[config.mk]
export PLATFORM = sky130hd
export DESIGN_NAME = trace_width_ctrl
export DESIGN_NICKNAME = d
export VERILOG_FILES = /design/src/rtl/trace_width_ctrl.sv
export SDC_FILE = /design/constraint.sdc
export NUM_CORES = 1
export LEC_CHECK = 0
export CAP_MARGIN = 20
export CORE_MARGIN = 5
export CORE_UTILIZATION = 51
export CTS_CLUSTER_DIAMETER = 60
export DETAILED_ROUTE_END_ITERATION = 10
export GPL_TIMING_DRIVEN = 1
export PLACE_DENSITY = 0.76
export REMOVE_ABC_BUFFERS = 1
export SETUP_SLACK_MARGIN = 0.02
export SLEW_MARGIN = 20
export SYNTH_ARGS = -nofsm -noshare
export SYNTH_HDL_FRONTEND = slang
export SYNTH_SLANG_ARGS = --single-unit
[constraint.sdc]
create_clock -name clk -period 5.86 [get_ports clk]
set_input_delay 0.586 -clock clk [delete_from_list [all_inputs] [get_ports clk]]
set_output_delay 0.586 -clock clk [all_outputs]
set_load 0.05 [all_outputs]
[src/rtl/trace_width_ctrl.sv]
// rtl/trace_width_ctrl.sv - width-discovery and sequencing controller for the trace input datapath
//
// Purpose:
//   Drives the trace datapath bus width and its reset, and watches the
//   datapath's sync indication. In auto mode the controller hunts through
//   widths 4 -> 2 -> 1 -> 4 ... until sync holds for CONFIRM_CYCLES, then
//   locks; on sync loss it retries the current width before scanning again.
//   In manual mode it applies the host-configured width.
//
// Parameters:
//   DWELL_CYCLES    clk cycles spent hunting at one width (max 2^24-1)
//   FLUSH_CYCLES    cycles dpRst is held after a width change (1..255)
//   CONFIRM_CYCLES  consecutive sync-high cycles needed to lock (1..255)
//
// Ports:
//   clk        in   system clock
//   rst        in   synchronous active-high reset
//   autoEn     in   1 = auto width hunt, 0 = manual width
//   cfgWidth   in   manual width (1, 2, 4; anything else treated as 4)
//   sync       in   datapath sync indication (clk domain)
//   width      out  width driven to the datapath (registered)
//   dpRst      out  datapath reset, high exactly while in FLUSH
//   locked     out  LOCKED state (auto) or registered sync (manual)
//   searching  out  HUNT or FLUSH while autoEn is high
//   passCount  out  full 4/2/1 scans without lock, saturating at 255
//   lossCount  out  (only with TRACE_WIDTH_STATS_EN) sync-loss count, saturating
//
// Optional feature macro: TRACE_WIDTH_STATS_EN adds the lossCount output.

module trace_width_ctrl #(
  parameter int DWELL_CYCLES   = 1000000,
  parameter int FLUSH_CYCLES   = 8,
  parameter int CONFIRM_CYCLES = 16
) (
  input  logic        clk,
  input  logic        rst,
  input  logic        autoEn,
  input  logic [2:0]  cfgWidth,
  input  logic        sync,
  output logic [2:0]  width,
  output logic        dpRst,
  output logic        locked,
  output logic        searching,
  output logic [7:0]  passCount
`ifdef TRACE_WIDTH_STATS_EN
  ,
  output logic [15:0] lossCount
`endif
);

  typedef enum logic [1:0] {
    ST_FLUSH  = 2'd0,
    ST_HUNT   = 2'd1,
    ST_LOCKED = 2'd2,
    ST_FIXED  = 2'd3
  } state_t;

  localparam logic [23:0] DWELL_LAST  = 24'(DWELL_CYCLES - 1);
  localparam logic [7:0]  FLUSH_LAST  = 8'(FLUSH_CYCLES - 1);
  localparam logic [7:0]  CONFIRM_PRE = 8'(CONFIRM_CYCLES - 1);

  state_t      state_q, state_d;
  logic [2:0]  width_q, width_d;
  logic [7:0]  flush_q, flush_d;
  logic [23:0] dwell_q, dwell_d;
  logic [7:0]  confirm_q, confirm_d;
  logic        locked_q, locked_d;
  logic [7:0]  pass_q, pass_d;
`ifdef TRACE_WIDTH_STATS_EN
  logic [15:0] loss_q, loss_d;
`endif

  logic [2:0]  cfg_san;
  logic [2:0]  width_next;

  // Illegal manual widths fall back to the widest bus.
  always_comb begin
    cfg_san = 3'd4;
    if (cfgWidth == 3'd1 || cfgWidth == 3'd2 || cfgWidth == 3'd4) begin
      cfg_san = cfgWidth;
    end
  end

  // Scan order 4 -> 2 -> 1 -> 4.
  always_comb begin
    width_next = 3'd4;
    if (width_q == 3'd4) begin
      width_next = 3'd2;
    end else if (width_q == 3'd2) begin
      width_next = 3'd1;
    end
  end

  always_comb begin
    state_d   = state_q;
    width_d   = width_q;
    flush_d   = flush_q;
    dwell_d   = dwell_q;
    confirm_d = confirm_q;
    pass_d    = pass_q;
`ifdef TRACE_WIDTH_STATS_EN
    loss_d    = loss_q;
`endif

    case (state_q)
      ST_FLUSH: begin
        // autoEn is only looked at when the flush completes.
        if (flush_q == FLUSH_LAST) begin
          flush_d   = 8'd0;
          dwell_d   = 24'd0;
          confirm_d = 8'd0;
          state_d   = autoEn ? ST_HUNT : ST_FIXED;
        end else begin
          flush_d = flush_q + 8'd1;
        end
      end

      ST_HUNT: begin
        if (!autoEn) begin
          // Leaving auto mode: only flush if the bus width actually changes.
          dwell_d   = 24'd0;
          confirm_d = 8'd0;
          if (cfg_san != width_q) begin
            width_d = cfg_san;
            flush_d = 8'd0;
            state_d = ST_FLUSH;
          end else begin
            state_d = ST_FIXED;
          end
        end else if (sync && confirm_q == CONFIRM_PRE) begin
          // Lock wins over dwell expiry landing on the same cycle.
          dwell_d   = 24'd0;
          confirm_d = 8'd0;
          state_d   = ST_LOCKED;
        end else if (dwell_q == DWELL_LAST) begin
          dwell_d   = 24'd0;
          confirm_d = 8'd0;
          width_d   = width_next;
          flush_d   = 8'd0;
          state_d   = ST_FLUSH;
          if (width_q == 3'd1 && pass_q != 8'hFF) begin
            pass_d = pass_q + 8'd1;
          end
        end else begin
          dwell_d   = dwell_q + 24'd1;
          confirm_d = sync ? confirm_q + 8'd1 : 8'd0;
        end
      end

      ST_LOCKED: begin
        if (!autoEn) begin
          if (cfg_san != width_q) begin
            width_d = cfg_san;
            flush_d = 8'd0;
            state_d = ST_FLUSH;
          end else begin
            state_d = ST_FIXED;
          end
        end else if (!sync) begin
          // Retry the width that was working before resuming the scan.
          dwell_d   = 24'd0;
          confirm_d = 8'd0;
          state_d   = ST_HUNT;
`ifdef TRACE_WIDTH_STATS_EN
          if (loss_q != 16'hFFFF) begin
            loss_d = loss_q + 16'd1;
          end
`endif
        end
      end

      ST_FIXED: begin
        if (autoEn) begin
          dwell_d   = 24'd0;
          confirm_d = 8'd0;
          state_d   = ST_HUNT;
        end else if (cfg_san != width_q) begin
          width_d = cfg_san;
          flush_d = 8'd0;
          state_d = ST_FLUSH;
        end
      end

      default: begin
        state_d = ST_FLUSH;
        flush_d = 8'd0;
      end
    endcase

    // A lock means the scan history is no longer interesting.
    if (state_d == ST_LOCKED) begin
      pass_d = 8'd0;
    end

    // In manual mode locked simply follows sync one cycle late.
    locked_d = (state_d == ST_LOCKED) || (state_d == ST_FIXED && sync);
  end

  always_ff @(posedge clk) begin
    if (rst) begin
      state_q   <= ST_FLUSH;
      width_q   <= 3'd4;
      flush_q   <= 8'd0;
      dwell_q   <= 24'd0;
      confirm_q <= 8'd0;
      locked_q  <= 1'b0;
      pass_q    <= 8'd0;
`ifdef TRACE_WIDTH_STATS_EN
      loss_q    <= 16'd0;
`endif
    end else begin
      state_q   <= state_d;
      width_q   <= width_d;
      flush_q   <= flush_d;
      dwell_q   <= dwell_d;
      confirm_q <= confirm_d;
      locked_q  <= locked_d;
      pass_q    <= pass_d;
`ifdef TRACE_WIDTH_STATS_EN
      loss_q    <= loss_d;
`endif
    end
  end

  assign width     = width_q;
  assign dpRst     = (state_q == ST_FLUSH);
  assign locked    = locked_q;
  // Masked while rst is high so searching reads 0 throughout reset.
  assign searching = !rst && autoEn && (state_q == ST_HUNT || state_q == ST_FLUSH);
  assign passCount = pass_q;
`ifdef TRACE_WIDTH_STATS_EN
  assign lossCount = loss_q;
`endif

endmodule

Word level (Yosys, flattened, before mapping)
Cells that the tools add are included.
{"block": "op_classes", "muxes": 44, "n_bitwise": 1, "n_addsub": 4, "n_eq_ne": 23, "reduce_logical": 18}
{"cell": "24-bit 2-to-1 mux", "n": 7}
{"cell": "8-bit 2-to-1 mux", "n": 14}
{"cell": "24-bit case mux with 4 select lines", "n": 1}
{"cell": "8-bit case mux with 4 select lines", "n": 1}
{"cell": "24-bit by 1-bit adder with 24-bit output (second input constant)", "n": 1}
{"cell": "8-bit by 1-bit adder with 8-bit output (second input constant)", "n": 3}
{"cell": "24-bit by 20-bit equality test with 1-bit output (second input constant)", "n": 1}
{"cell": "3-bit 2-to-1 mux", "n": 8}
{"cell": "8-bit case mux with 3 select lines", "n": 1}
{"cell": "2-bit 2-to-1 mux", "n": 10}
{"cell": "2-bit equality test (second input constant)", "n": 4}
{"cell": "8-bit by 3-bit equality test with 1-bit output (second input constant)", "n": 1}
{"cell": "8-bit by 4-bit equality test with 1-bit output (second input constant)", "n": 1}
{"cell": "2-bit != test (second input constant)", "n": 4}
{"cell": "8-bit != test (second input constant)", "n": 1}
{"cell": "2-bit case mux with 4 select lines", "n": 1}
{"cell": "4-bit AND reduction", "n": 2}
{"cell": "3-bit by 1-bit equality test with 1-bit output (second input constant)", "n": 2}
{"cell": "3-bit by 2-bit equality test with 1-bit output (second input constant)", "n": 2}
{"cell": "3-bit equality test (second input constant)", "n": 2}
{"cell": "3-bit != test (second input constant)", "n": 2}
{"cell": "3-bit case mux with 2 select lines", "n": 1}
{"cell": "1-bit logical AND", "n": 5}
{"cell": "5-bit AND reduction", "n": 1}
{"cell": "other kinds (10)", "n": 14}
{"block": "word_totals", "word_cells": 97, "ff_bits": 54, "input_bits": 7, "out_inout_bits": 14}

Logic depth before layout (Yosys ltp)
Gate-level depths: netlist of the first run.
{"block": "logic_depth", "word_depth": 11, "mapped_depth": 8, "ltp_nobuf": 6}

Worst setup path after synthesis of the first run
No wires, ideal clock.
{"block": "synth_path", "path_kind": "register to register", "start": "register flush_q[0]", "end": "register dwell_q[0]", "period_less_slack_ns": 2.168, "arrival_ns": 2.051, "setup_slack_ns": 3.692, "n_path_buf": 1, "stages_incl_launch_ff": 8, "setup_ns": 0.117, "t_required_ns": 5.743, "path_cell_list": "dfxtp_1 -> ha_1 -> nor4b_1 -> a211oi_2 -> nor2_1 -> a21o_1 -> buf_2 -> nor2_1"}
{"block": "synth_via", "elab_chain_cells": 3}
{"element": "start, declared", "line": "64", "text": "logic [7:0] flush_q, flush_d;"}
{"element": "start signal, assigned", "line": "214", "text": "flush_q <= flush_d;"}
{"element": "8-bit by 3-bit equality test with 1-bit output", "line": "108", "text": "if (flush_q == FLUSH_LAST) begin"}
{"element": "2-bit by 1-bit != test with 1-bit output (no line)"}
{"element": "4-bit AND reduction (no line)"}
{"element": "end signal, assigned", "line": "215", "text": "dwell_q <= dwell_d;"}
{"element": "end, declared", "line": "65", "text": "logic [23:0] dwell_q, dwell_d;"}
No other way between the ends.
A chain may end at the register's enable or synchronous reset.

Final worst setup path of the first run
{"block": "layout_path", "start": "register flush_q[0]", "end": "register dwell_q[22]"}
The elaborated chain is that of the path after synthesis.

==> results of run 1 <==
## worst max-delay path by stage
stage | startpoint | end | cells past startpoint
CTS | flush_q[0] | dwell_q[16] | 6
detailed placement | autoEn | dwell_q[12] | 6
global route | flush_q[0] | dwell_q[5] | 6
global placement | autoEn | dwell_q[12] | 6
finish | flush_q[0] | dwell_q[22] | 6
floorplan | flush_q[0] | dwell_q[0] | 6
## per-stage QoR
stage	util (%)	setup slack [ns]	instance area, sq um	instances
2_1_floorplan	-	3.46	2920	338
3_3_place_gp	57.3	2.67	3210	430
3_5_place_dp	57.3	2.51	3210	430
4_1_cts	58.9	2.72	3300	438
5_1_grt	58.9	2.38	3300	438
6_report	58.9	2.67	3300	438
## registers in the layout, indices dropped and copies added (netlist names)
| name | cells |
|---|---|
| state_q | 2 |
| locked | 1 |
| confirm_q | 8 |
| passCount | 8 |
| dwell_q | 24 |
| width | 3 |
| flush_q | 8 |
## where the power goes
part           switching (mW)  total (mW)  leakage (nW)  internal, mW
combinational          0.0918       0.143         0.625        0.0515
sequential             0.0191       0.400         0.436         0.381
clock                   0.121       0.217        0.0482        0.0957
total                   0.232       0.760          1.11         0.528
## area by class of cell
| cell class | count | share of cell area [%] |
|---|---|---|
| clock inverter | 1 | 0.151 |
| sequential | 54 | 32.7 |
| inverter | 7 | 0.795 |
| multi-input combinational | 277 | 54.9 |
| timing repair buffer | 20 | 6.06 |
| clock buffer | 7 | 2.61 |
| tap | 72 | 2.73 |
## synthesized netlist by cell type, drive strengths merged (10+ instances only)
cell type,n,share of area [%]
nor2,38,4.8
dfxtp,54,36
o21ai,10,1.7
nor3,13,2.2
xnor2,21,6.2
nand4,19,4.0
nand2,22,2.8
nand3,17,2.9
a21oi,16,2.7
clkbuf,12,1.5
xor2,11,3.2
nor4,10,2.8
## per-layer routing
layer,global-route usage [%],up-vias
li1,-,1339
met1,24.0,1261
met2,30.0,74
met3,3.90,7
met4,5.10,0
met5,0,-
## cells by family (layout without fill, tap and decap cells)
logic type | count (synthesis) | count (layout) | synth area share (%)
muxes | 5 | 5 | 1.72
xor gates and xnor gates | 32 | 32 | 9.40
buffers and inverters | 22 | 35 | 2.85
AOI/OAI and AO/OA | 65 | 65 | 15.2
DFF | 54 | 54 | 36.3
and+or+nand+nor | 171 | 171 | 32.9
adders and majority gates | 4 | 4 | 1.68
## critical path: stages, from the launching register on
cell,delay [ns]
dfxtp_1,0.40
ha_1,0.28
nor4b_1,0.63
a211oi_2,0.43
nor2_1,0.54
a21o_1,0.65
nor2_1,0.11
==> results.md, run 1 <==
* Status: finished clean
* Starting Density at 53.2%
* Pin slew with the least headroom to its limit at 1.08 ns
* Ys flop type: dfxtp_1
* Top Layer Used: met4
* Critical Path RT at 6.03 ns
* RSZ-0062 raised after global routing: false
* CTS max path bufs at 2
* Final setup violation count at 0
* Area Growth Syn to Fin at 10.8%
* Final Hold Viols at 0
* Clk_lat worst skew at 0.31 ns
* Critical path capture point type: flip-flop
* Power per Cell Area at 230 nW/um^2
* Most frequent cells in the layout: dfxtp_1, nor2_1, nand2_1, xnor2_1, clkdlybuf4s50_1
* Post-CTS Resized at 0
* Nets@finish at 376
* Worst R2R Start: flush_q[0]
* TritonCTS buffer count at 5
* Layout cells sized above 1 at 4.64%
* Tcrit/Tclk final at 54.4%
* CTS sink count at 54
* CTS tree: built
* Seq cells post-synth at 54
* Post-CTS Setup Inserts at 0
* Kind of critical path: flip-flop to flip-flop
* Asr flop ratio synth at 0%
* Worst Hold Class: flip-flop to flip-flop
* R2R Setup Slk at 2.67 ns
* Routed Wire Length at 6.69 mm
* Number of vias per cell at 6.12
* Drt drc at 0
* Layout filler cell count at 531
* Final slew viol count at 0
* Hold WS at 0.500 ns
* Die footprint at 7480 sq um
* Hold buffer count at cts at 0
* Number of diodes at 0
* Htree depth at 2
* Post-synthesis cell area at 2980 sq um
* I/O pins at 21
* Part of the Yosys area used for sequential elements at 36.3%
* Largest net degree at the start of global routing at 24
* Reg clk slew, reported paths at 0.10 ns
* Post-synthesis cell type count at 58
* Critical R2R Capture: dwell_q[22]
* Met2 wire length at 3.11 mm
* Total power at 760 uW
* Wire per inst at 15.3 um
* Via count at 2681
* Placer Congestion at 0.802
* Wire length on met3 at 344 um
* Warnings from Yosys at 0
* First-pass GRT wire length at 11.2 mm
* GRT Total Usage at 18.2%
* Die span in y at 86.5 um
* Critical path arrival at 3.36 ns
* Root buffer cell: clkbuf_8
* CP max FO at 23
* Final ANT Viol Nets at 0
* Die Span X at 86.5 um
* EDFF count, synth at 0
* Multi-input logic area at 1820 sq um
* 1st-pass router iterations at 4
* Vias in the first global route at 2406
* # rows at 27
* Fmax at 314 MHz
* Leakage power at 1.11 nW
* Hold Path End: passCount[1]
* Iter 0 DRT Violations at 163
* Post-detail-place hpwl at 4.77 mm
* Hold path start: passCount[1]
* CORE AREA at 5610 sq um
* Max-cap viol count at 0
* Cells after Synth at 353
* Gr ovfl total at 0
* Relative slew slack at 28.2%
* FF-to-FF path depth at 6
* Initial antenna violation count at 0
* Hold Crit Depth at 2
* Register area at 1080 sq um
* Fin crit period at 3.19 ns
* Setup Skew at 0.0128 ns
* Met1 Wirelength at 3.17 mm
* Setup TNS at 0 ns
* Max VDD drop at 129 uV
* PortBufs at 20
* Syn avg cell area at 8.45 sq um
* Commonest non-fill, non-tap cell in the layout: dfxtp_1
* Startpoint Class: flip-flop
Power figures use the tool's default switching activity.
==> run 2, diff against run 1 <==
clock period = 3.2 ns   (was 5.86 ns; I/O delays follow)
==> run 2 against run 1 <==
Global-route usage grew 0.079 points. Non-clock buffer count grew 8. Sequential power grew 83%. Total power grew 94%. Via count shrank 0.34%. Wire length shrank 3.2%. Hold slack gained 0.0022 ns. Clock power grew 110%.
==> results.md, run 2 (synthesis gave the netlist of run 1 again) <==
* Routed Wire Length at 6.48 mm (-3.2%)
* Leakage power at 1.15 nW (+4.0%)
* Critical Path RT at 2.88 ns (-3.15 ns)
* FF-to-FF path depth at 6 (unchanged)
* Relative slew slack at 54.7% (+27 points)
* Hold WS at 0.502 ns (+0.00222 ns)
* Hold Path End: dwell_q[1]
* Worst R2R Start: dwell_q[14]
* Htree depth at 2 (unchanged)
* Critical path arrival at 2.18 ns (-1.18 ns)
* Post-detail-place hpwl at 4.72 mm (-0.96%)
* Commonest non-fill, non-tap cell in the layout: dfxtp_1
* Reg clk slew, reported paths at 0.09 ns (about the same)
* Gr ovfl total at 0 (unchanged)
* Setup Skew at 0.00990 ns (-0.00286 ns)
* Nets@finish at 384 (+2.1%)
* Placer Congestion at 0.821 (+2.3%)
* Area Growth Syn to Fin at 13.5%
* Number of flip-flops in the largest register at 24 (unchanged)
* Register area at 1080 sq um (unchanged)
* Clk_lat worst skew at 0.31 ns (about the same)
* CP max FO at 9 (-61%)
* Worst Hold Class: flip-flop to flip-flop
* Hold Crit Depth at 2 (unchanged)
* Final worst-path setup slack at 0.704 ns (-1.97 ns)
* Root buffer cell: clkbuf_8
* Status: finished clean
* Largest net degree at the start of global routing at 17 (-29%)
* Wire per inst at 14.5 um (-4.9%)
* Fmax at 401 MHz
* I/O pins at 21 (unchanged)
* Reg power frac at 49.7% (-3.0 points)
* RSZ-0062 raised after global routing: false
* Most frequent cells in the layout: dfxtp_1, nor2_1, nand2_1, xnor2_1, clkdlybuf4s50_1
* Multi-input logic area at 1820 sq um (unchanged)
* R2R Setup Slk at 0.73 ns (-1.94 ns)
* # rows at 27 (unchanged)
* Startpoint Class: input port
* PortBufs at 20 (unchanged)
* Final ANT Viol Nets at 0 (unchanged)
* First-pass GRT wire length at 11.3 mm (+1.3%)
* CTS sink count at 54 (unchanged)
* Pin slew with the least headroom to its limit at 0.670 ns (-0.406 ns)
* Layout cells sized above 1 at 6.68% (+2.0 points)
* Layout filler cell count at 530 (-0.19%)
* 1st-pass router iterations at 7 (+3)
* Final Hold Viols at 0 (unchanged)
* Final core utilization at 60.3% (+1.4 points)
* Critical R2R Capture: dwell_q[0]
* Kind of critical path: input port to output pin
* NetSw at 437 uW (+88%)
* Tcrit/Tclk final at 78.0%
* Number of diodes at 0 (unchanged)
* CTS max path bufs at 2 (unchanged)
* Power per Cell Area at 436 nW/um^2 (+90%)
* Die Span X at 86.5 um (unchanged)
* CTS tree: built
* Die footprint at 7480 sq um (unchanged)
* Hold path start: dwell_q[1]
* Iter 0 DRT Violations at 145 (-11%)
* GRT Total Usage at 18.3% (+0.079 points)
* TritonCTS buffer count at 5 (unchanged)
* Hold buffer count at cts at 0 (unchanged)
* Max-cap viol count at 0 (unchanged)
* Number of vias per cell at 5.99 (-2.1%)
* Max VDD drop at 236 uV (+84%)
* Initial antenna violation count at 0 (unchanged)
* Post-CTS Resized at 0 (unchanged)
* Final slew viol count at 0 (unchanged)
* Vias in the first global route at 2440 (+1.4%)
* Setup TNS at 0 ns (unchanged)
* Die span in y at 86.5 um (unchanged)
* Critical path capture point type: output pin
* Via count at 2672 (-0.34%)
* Total power at 1.48 mW (+94%)
* Sw frac at 29.6% (-0.91 points)
* CORE AREA at 5610 sq um (unchanged)
* Int Pwr at 1.04 mW (+97%)
* Fin crit period at 2.50 ns
* Drt drc at 0 (unchanged)
* Worst Setup SP: autoEn
* Post-CTS Setup Inserts at 0 (unchanged)
* Starting Density at 53.2% (unchanged)
* Most flops, register: dwell_q
* Pre-CTS setup slack at 0.580 ns (-1.93 ns)
* Final setup violation count at 0 (unchanged)
* Combinational group share of total power at 18.9% (about the same)
* Clock Power Share at 31.4% (+2.9 points)
[run 2: layout make-up]
class	count	area share, %
flip-flops and latches	54	32.0
multi-input cells	277	53.7
repair buffers	28	7.69
clock inverters	2	1.11
well taps	72	2.66
inverters	7	0.777
clock buffers	6	2.14
[run 2: metal layers]
layer	part of all wire [%]	GRT usage [%]
met5	0	0
met4	1.0	4.82
met3	3.7	3.14
met2	46	29.6
met1	49	25.1
[run 2: how the worst max path moves through the flow]
| stage | depth (start not counted) | to | slack [ns] |
|---|---|---|---|
| CTS | 4 | searching | 0.70 |
| floorplan | 6 | dwell_q[0] | 0.80 |
| detailed placement | 8 | dwell_q[2] | 0.58 |
| global route | 6 | dwell_q[0] | 0.56 |
| global placement | 8 | dwell_q[0] | 0.65 |
| finish | 4 | searching | 0.70 |
[run 2: power by group through the flow]
stage | clock [mW] | sequential, mW | combinational, mW
2_1_floorplan | 0 | 0.752 | 0.177
3_5_place_dp | 0 | 0.749 | 0.278
3_3_place_gp | 0 | 0.747 | 0.274
6_report | 0.464 | 0.734 | 0.279
4_1_cts | 0.471 | 0.733 | 0.279
5_1_grt | 0.502 | 0.740 | 0.308
[run 2: through the flow]
| step | cells | instance area, sq um |
|---|---|---|
| 6_report | 446 | 3380 |
| 3_3_place_gp | 438 | 3270 |
| 3_5_place_dp | 438 | 3270 |
| 5_1_grt | 446 | 3380 |
| 4_1_cts | 446 | 3380 |
| 2_1_floorplan | 338 | 2920 |
[run 2: critical path, stage by stage]
cell and delay, ns:
clkdlybuf4s50_1 0.61, nand2b_1 0.26, nor2_1 0.16, clkdlybuf4s50_1 0.81
==> run 3, diff against run 2 <==
clock period = 2.3 ns   (was 3.2 ns; I/O delays follow)
==> run 3 against run 2 <==
Utilization up 3.4 points. Largest cell class unchanged. Sequential cell count is the same. Final area is 5.7% higher. Largest power group unchanged. Register-to-register slack lost 0.59 ns. Combinational power rose by 80%. Critical path type is now flip-flop to flip-flop. Critical path depth grew 1.
==> results.md, run 3 (synthesis gave the netlist of run 1 again) <==
* Final Hold Viols at 0 (unchanged)
* Die Span X at 86.5 um (unchanged)
* Via count at 2765 (+3.5%)
* Worst Hold Class: flip-flop to flip-flop
* TritonCTS buffer count at 5 (unchanged)
* Tcrit/Tclk final at 94.0%
* Max-cap viol count at 0 (unchanged)
* Leakage power at 1.28 nW (+11%)
* Final ANT Viol Nets at 0 (unchanged)
* Gr ovfl total at 0 (unchanged)
* Startpoint Class: flip-flop
* Status: finished clean
* NetSw at 626 uW (+43%)
* RSZ-0062 raised after global routing: false
* Worst R2R Start: dwell_q[21]
* Iter 0 DRT Violations at 154 (+6.2%)
* CTS max path bufs at 2 (unchanged)
* FF-to-FF path depth at 5 (-1)
* Setup TNS at 0 ns (unchanged)
* Die span in y at 86.5 um (unchanged)
* Relative slew slack at 57.9% (+3.2 points)
* Drt drc at 0 (unchanged)
* CORE AREA at 5610 sq um (unchanged)
* Fin crit period at 2.16 ns
* Critical R2R Capture: passCount[7]
* Nets@finish at 406 (+5.7%)
* Critical path arrival at 2.41 ns (+0.23 ns)
* Clk_lat worst skew at 0.31 ns (about the same)
* Setup Skew at 0.00917 ns (-0.000731 ns)
* Initial antenna violation count at 0 (unchanged)
* Final core utilization at 63.8% (+3.4 points)
* Critical path capture point type: flip-flop
* Htree depth at 2 (unchanged)
* Sw frac at 30.3% (+0.74 points)
* CTS sink count at 54 (unchanged)
* Largest net degree at the start of global routing at 24 (+7)
* Starting Density at 53.2% (unchanged)
* Post-detail-place hpwl at 5.11 mm (+8.1%)
* Hold buffer count at cts at 0 (unchanged)
* Most frequent cells in the layout: dfxtp_1, nor2_1, buf_4, nand2_1, xnor2_1
* Routed Wire Length at 6.98 mm (+7.7%)
* Final setup violation count at 0 (unchanged)
* Die footprint at 7480 sq um (unchanged)
* First-pass GRT wire length at 12.1 mm (+6.5%)
* Vias in the first global route at 2644 (+8.4%)
* Number of flip-flops in the largest register at 24 (unchanged)
* Fmax at 462 MHz
* Most flops, register: dwell_q
* Final slew viol count at 0 (unchanged)
* Pin slew with the least headroom to its limit at 0.630 ns (-0.0401 ns)
* Hold Path End: confirm_q[1]
* Kind of critical path: flip-flop to flip-flop
* Max VDD drop at 365 uV (+54%)
* Power per Cell Area at 577 nW/um^2 (+32%)
* 1st-pass router iterations at 4 (-3)
* Layout cells sized above 1 at 13.9% (+7.2 points)
* Hold path start: confirm_q[1]
* Commonest non-fill, non-tap cell in the layout: dfxtp_1
* Placer Congestion at 0.866 (+5.4%)
* Combinational group share of total power at 24.3% (+5.4 points)
* Clock Power Share at 27.0% (-4.4 points)
* Int Pwr at 1.44 mW (+38%)
* Area Growth Syn to Fin at 19.9%
* PortBufs at 20 (unchanged)
* Design Area, Final at 3580 sq um (+5.7%)
* Reg power frac at 48.7% (-1.0 points)
* # rows at 27 (unchanged)
* R2R Setup Slk at 0.14 ns (-0.59 ns)
* Placed cell area at 3440 sq um (+5.0%)
* Hold Crit Depth at 2 (unchanged)
* Reg clk slew, reported paths at 0.10 ns (about the same)
* Total power at 2.06 mW (+40%)
* Number of vias per cell at 5.91 (-1.4%)
* I/O pins at 21 (unchanged)
* Root buffer cell: clkbuf_8
* CP max FO at 4 (-5)
* Wire per inst at 14.9 um (+2.6%)
* GRT Total Usage at 19.2% (+0.98 points)
* Critical Path RT at 2.55 ns (-0.33 ns)
* CTS tree: built
* Number of diodes at 0 (unchanged)
==> run 3: worst max-delay path by stage <==
stage | end | cells after the start | startpoint | slack (ns)
5_1_grt | passCount[7] | 5 | dwell_q[21] | 0.02
3_5_place_dp | dwell_q[1] | 7 | sync | -0.20
2_1_floorplan | dwell_q[0] | 6 | flush_q[0] | -0.10
6_report | passCount[7] | 5 | dwell_q[21] | 0.14
3_3_place_gp | dwell_q[1] | 8 | flush_q[0] | -0.08
4_1_cts | dwell_q[10] | 8 | flush_q[0] | 0.05
==> run 3: power groups by stage <==
stage	Combinational [mW]	Clock, mW	Sequential [mW]
6_report	0.502	0.556	1.00
5_1_grt	0.543	0.618	1.01
4_1_cts	0.481	0.573	1.00
3_5_place_dp	0.471	0	1.03
3_3_place_gp	0.461	0	1.02
2_1_floorplan	0.246	0	1.05
==> run 3: cell type report <==
type / count / area, sq um
Clock inverter: 2 / 12.5
Sequential cell: 54 / 1080
Tap cell: 72 / 90.1
Clock buffer: 6 / 82.6
Inverter: 7 / 26.3
Fill cell: 490 / 2030
Multi-Input combinational cell: 277 / 1840
Timing Repair Buffer: 50 / 445
==> run 3: timing repair <==
| action | in CTS | in global routing |
|---|---|---|
| resized for setup | 1 | 5 |
| pin swaps | 0 | 2 |
| buffers inserted | 0 | 3 |
| setup endpoints to repair | 32 | 32 |
==> run 3: critical path, cell delays in order (launching register included) <==
cell and delay [ns]:
dfxtp_2 0.35, or4b_4 0.56, or3_4 0.43, nor4_4 0.24, or4b_1 0.44, o21ai_0 0.08
==> run 3: stage by stage <==
step           worst slack [ns]  cells  hold WS [ns]
6_report                  0.138    468         0.502
5_1_grt                  0.0222    468         0.536
4_1_cts                  0.0488    465         0.500
3_5_place_dp             -0.198    457         0.485
3_3_place_gp            -0.0781    457         0.475
2_1_floorplan            -0.102    338         0.299
==> run 3: layer usage <==
metal | part of all wire, % | track usage [%]
met2 | 47 | 32.1
met4 | 0.97 | 4.67
met5 | 0 | 0
met1 | 48 | 25.7
met3 | 4.4 | 3.42
